### config.mk
export PLATFORM = sky130hd
export DESIGN_NAME = pkt_ingress_writer
export DESIGN_NICKNAME = d
export VERILOG_FILES = /design/src/rtl/pkt_ingress_writer.sv
export SDC_FILE = /design/constraint.sdc
export NUM_CORES = 1
export LEC_CHECK = 0
export BUFFER_PORTS_ARGS = -buffer_cell sky130_fd_sc_hd__buf_2
export CELL_PAD_IN_SITES_DETAIL_PLACEMENT = 0
export CELL_PAD_IN_SITES_GLOBAL_PLACEMENT = 1
export CORE_MARGIN = 2
export CORE_UTILIZATION = 44
export CTS_CLUSTER_DIAMETER = 40
export DETAILED_ROUTE_END_ITERATION = 8
export HOLD_SLACK_MARGIN = 0.1
export PLACE_DENSITY = 0.95
export SLEW_MARGIN = 20
export SYNTH_ARGS = -nofsm -noshare
export SYNTH_HDL_FRONTEND = slang
export SYNTH_SLANG_ARGS = --single-unit
### constraint.sdc
create_clock -name clk -period 5.79 [get_ports clk]
set_input_delay 0.2895 -clock clk [delete_from_list [all_inputs] [get_ports clk]]
set_output_delay 0.2895 -clock clk [all_outputs]
set_load 0.1 [all_outputs]
### src/rtl/pkt_ingress_writer.sv
// Ingress writer in front of the packet buffer FIFO: writes framed beats speculatively and
// publishes a committed write pointer only for whole, accepted frames; rejected frames are rewound.
module pkt_ingress_writer #(
  parameter int ADDR_WIDTH = 11,
  parameter int W_EL       = 8,
  parameter int MIN_LEN    = 60,
  parameter int MAX_LEN    = 1518,
  parameter int W_LEN      = 11
) (
  input  logic                  clk,
  input  logic                  reset,
  input  logic                  in_valid,
  output logic                  in_ready,
  input  logic [W_EL-1:0]       in_data,
  input  logic                  in_sop,
  input  logic                  in_eop,
  input  logic                  in_drop,
  output logic [W_EL-1:0]       fifo_wdata,
  output logic                  fifo_wen,
  input  logic                  fifo_full,
  output logic                  fifo_wrst,
  output logic [ADDR_WIDTH:0]   fifo_rst_wptr,
  output logic [ADDR_WIDTH:0]   commit_wptr,
  output logic                  frame_valid,
  output logic [W_LEN-1:0]      frame_len,
  output logic [31:0]           cnt_pass,
  output logic [31:0]           cnt_drop,
  output logic [15:0]           cnt_err
);

  typedef enum logic [1:0] {IDLE, RECV, DISCARD, REWIND} state_t;

  localparam logic [ADDR_WIDTH:0] PTR_ONE = {{ADDR_WIDTH{1'b0}}, 1'b1};
  localparam logic [W_LEN-1:0]    LEN_ONE = {{(W_LEN-1){1'b0}}, 1'b1};
  localparam logic [W_LEN-1:0]    MIN_L   = W_LEN'(MIN_LEN);
  localparam logic [W_LEN-1:0]    MAX_L   = W_LEN'(MAX_LEN);

  state_t                state, state_next;
  logic [ADDR_WIDTH:0]   wr_ptr;
  logic [ADDR_WIDTH:0]   wr_ptr_after;
  logic [W_LEN-1:0]      len;
  logic [W_LEN-1:0]      len_after;
  logic                  beat;
  logic                  write_beat;
  logic                  start_frame;
  logic                  commit;
  logic                  err;

  assign in_ready      = !reset && (state != REWIND);
  assign beat          = in_valid && in_ready;
  assign fifo_wdata    = in_data;
  assign fifo_wen      = write_beat;
  assign fifo_wrst     = !reset && (state == REWIND);
  assign fifo_rst_wptr = commit_wptr;

  // A frame always starts right after the committed pointer, so stale shadow state is never reused.
  always_comb begin
    state_next   = state;
    write_beat   = 1'b0;
    start_frame  = 1'b0;
    commit       = 1'b0;
    err          = 1'b0;
    len_after    = len + LEN_ONE;
    wr_ptr_after = wr_ptr + PTR_ONE;
    case (state)
      IDLE: begin
        if (beat) begin
          if (!in_sop) begin
            err = 1'b1;
          end else if (fifo_full) begin
            state_next = in_eop ? REWIND : DISCARD;
          end else begin
            write_beat   = 1'b1;
            start_frame  = 1'b1;
            len_after    = LEN_ONE;
            wr_ptr_after = commit_wptr + PTR_ONE;
            state_next   = RECV;
            if (in_eop) begin
              if (in_drop || (len_after < MIN_L)) state_next = REWIND;
              else begin
                commit     = 1'b1;
                state_next = IDLE;
              end
            end
          end
        end
      end
      RECV: begin
        if (beat) begin
          if (in_sop) begin
            err        = 1'b1;
            state_next = REWIND;
          end else if (fifo_full || (len == MAX_L)) begin
            state_next = in_eop ? REWIND : DISCARD;
          end else begin
            write_beat = 1'b1;
            if (in_eop) begin
              if (in_drop || (len_after < MIN_L)) state_next = REWIND;
              else begin
                commit     = 1'b1;
                state_next = IDLE;
              end
            end
          end
        end
      end
      DISCARD: begin
        if (beat) begin
          if (in_sop) begin
            err        = 1'b1;
            state_next = REWIND;
          end else if (in_eop) begin
            state_next = REWIND;
          end
        end
      end
      REWIND:  state_next = IDLE;
      default: state_next = IDLE;
    endcase
  end

  always_ff @(posedge clk) begin
    if (reset) begin
      state       <= IDLE;
      wr_ptr      <= '0;
      len         <= '0;
      commit_wptr <= '0;
      frame_len   <= '0;
      frame_valid <= 1'b0;
      cnt_pass    <= '0;
      cnt_drop    <= '0;
      cnt_err     <= '0;
    end else begin
      state       <= state_next;
      frame_valid <= commit;
      if (write_beat) begin
        wr_ptr <= wr_ptr_after;
        len    <= len_after;
      end
      if (commit) begin
        commit_wptr <= wr_ptr_after;
        frame_len   <= len_after;
        cnt_pass    <= cnt_pass + 32'd1;
      end
      if (state == REWIND) begin
        wr_ptr   <= commit_wptr;
        len      <= '0;
        cnt_drop <= cnt_drop + 32'd1;
      end
      if (err && (cnt_err != 16'hFFFF)) cnt_err <= cnt_err + 16'd1;
    end
  end

endmodule

==> metrics.cfg <==
[run_status]
status=finished, final reports clean

[clocking]
cts_made_buffers=17
root_buffer=clkbuf_16
cts-resized-gates=0
postCtsSetupBuffers=0
clkSinkCount=129
cts_tree=built
cts_max_level=4
clock_latency_ns=0.42
postCtsHoldBufs=0
cts_buffer_depth=2
cts.reportedPaths.clkPinSlew_ns=0.06

[worst_setup_path]
worstPathCellList=inv_1 -> ha_1 -> and4bb_2 -> a311o_1 -> a211oi_2 -> buf_2
worstPathArrival_ns=3.25
crit_path_top_delay_cell=a211oi_2
start_kind=flip-flop
worstPathRequired_ns=5.50
crit_type=flip-flop to output port
crit_fanout=12
slowest_delay_ns=0.86
endpoint_kind=output port

[grt]
gr-total-overflow=0
grt_antenna_before_repair=0
grt_pass1_vias=5358
grt_usage_pct=19.61
grt_pass1_wl_um=26290
grt_max_degree=70

[timing]
worstMarginPinSlew_ns=1.052
rsz0062_at_grt=no
fin_hold_ws_ns=0.3233
finClkSkew_ns=0.007481
finalCritPeriodShare_pct=61.13
tns_ns=0
max_freq_ghz=0.2825
finalWorstSetupSlack_ns=2.250
setup_viol=0
slew_viol_final=0
period_needed_ns=3.540
finalHoldViolCount=0
slew_headroom_pct=29.73

[die]
die_area_um2=16740
start_util_pct=45.35
io_pins=142
design.core.area_um2=15260
die_y_um=129.4
fp.dieW_um=129.4
rows=45

[drt]
vias_per_cell=5.330
vias=6183
drt_iter0_markers=356
drt_first_pass_iters=5
totalWireLength_um=16440
ant_nets=0
wl_per_cell_um=14.17
drc=0

[synth]
yosysTopAreaCell=dfxtp_1
synthesis.area_um2=6919
synth_edf_count=0
synthArstFlopShare_pct=0
yosysWarnings=0
synth_cell_types=63
syn-instance-count=853
synth_area_per_cell_um2=8.112
synth_flop_cell=dfxtp_1
yosysSeqAreaShare_pct=37.32
synthTopCellsByArea=dfxtp_1, nor2_1, xnor2_1
synth_nets=880
ys_ff_latch=129
synth_top_area_share_pct=37.32

[pwr]
p_leak_uw=0.003082
p_per_area_nw_per_um2=290.9
vdd_drop_max_mv=0.2159
power_uw=2373

[finish]
fin_util_pct=53.47
mostFrequentLayoutCells=dfxtp_1, buf_2, nor2_1
layout-drive-gt1-share_pct=19.07
fillers=1460
area_growth_pct=17.92
final_common_cell=dfxtp_1
num_antenna_cells=0
fin_nets=963

[place]
port_buffers=125
finalWeightedCongestion=0.8305
dp.final_hpwl_um=11400
place_ws_ns=2.640

[job]
max_cap_viol_count=0

[min_path]
hold_path_class=primary input to flip-flop

layer usage:
metal  vias to the layer above  routed length, um  global-route usage (%)
met4                         0                234                   7.161
met3                        19                861                   4.500
li1                       3182                  -                       -
met2                       149               7480                   31.64
met5                         -                  0                       0
met1                      2833               7862                   25.72
final timing paths:
path / startpoint / to / slack (ns) / depth (start not counted)
setup / recovery: len[0]$_SDFFE_PN0P_ / fifo_wen / 2.25 / 6
hold / removal: reset / cnt_pass[2]$_SDFFE_PP0P_ / 0.32 / 2
setup reg to reg: state[1]$_SDFFE_PP0P_ / cnt_drop[31]$_SDFFE_PP0P_ / 2.63 / 8
hold reg to reg: frame_len[3]$_SDFFE_PP0P_ / frame_len[3]$_SDFFE_PP0P_ / 0.45 / 2
where the power goes:
group	total (uW)	leakage [uW]	switching [uW]	internal [uW]
clock network	1150	0.000299	405	744
registers	945	0.00104	33.1	912
logic	280	0.00174	182	97.2
total	2370	0.00308	620	1750
cells in the mapped netlist (21+ instances only):
library cell and n:
mux2i_1 30, nand4_1 27, clkbuf_1 26, nand2_1 87
dfxtp_1 129, nand3_1 40, xor2_1 32, or3_1 22
nor2_1 100, inv_1 27, o21ai_0 29, xnor2_1 39
buf_4 21, a21oi_1 62
critical path: cells and delay by family (launching register included):
kind	cells	cell delay, ns
adders and majority gates	1	0.20
AOI/OAI and AO/OA	2	1.25
DFF	1	0.48
buffers and inverters	2	0.66
and+or+nand+nor	1	0.24
flip-flops by register name, indices dropped and copies added (netlist names):
| signal | count |
|---|---|
| state | 2 |
| wr_ptr | 12 |
| cnt_pass | 32 |
| frame_valid | 1 |
| cnt_err | 16 |
| commit_wptr | 12 |
| len | 11 |
| cnt_drop | 32 |
| frame_len | 11 |
metrics by stage:
step	cells	cell area, um^2
2_1_floorplan	853	6919
3_3_place_gp	1128	7521
3_5_place_dp	1128	7521
4_1_cts	1160	8159
5_1_grt	1160	8159
6_report	1160	8159
final cells by class:
cell class / count / area [um^2] / share of cell area, %
timing repair buffer: 131 / 673.1 / 8.250
multi-input combinational: 629 / 3896 / 47.75
sequential: 129 / 2582 / 31.65
clock buffer: 20 / 456.7 / 5.597
inverter: 28 / 105.1 / 1.288
tap: 211 / 264.0 / 3.236
clock inverter: 12 / 181.4 / 2.224
cell families (layout without fill, tap and decap cells):
group	Yosys count	in the layout	synth area share (%)
XOR/XNOR	71	71	8.987
flip-flops	129	129	37.32
adder cells (fa/ha/maj)	12	12	2.170
AO/OA/AOI/OAI	155	155	14.43
multiplexers	31	31	4.503
AND/OR/NAND/NOR	360	360	25.88
buffers and inverters	95	191	6.709
Power figures use the tool's default switching activity.
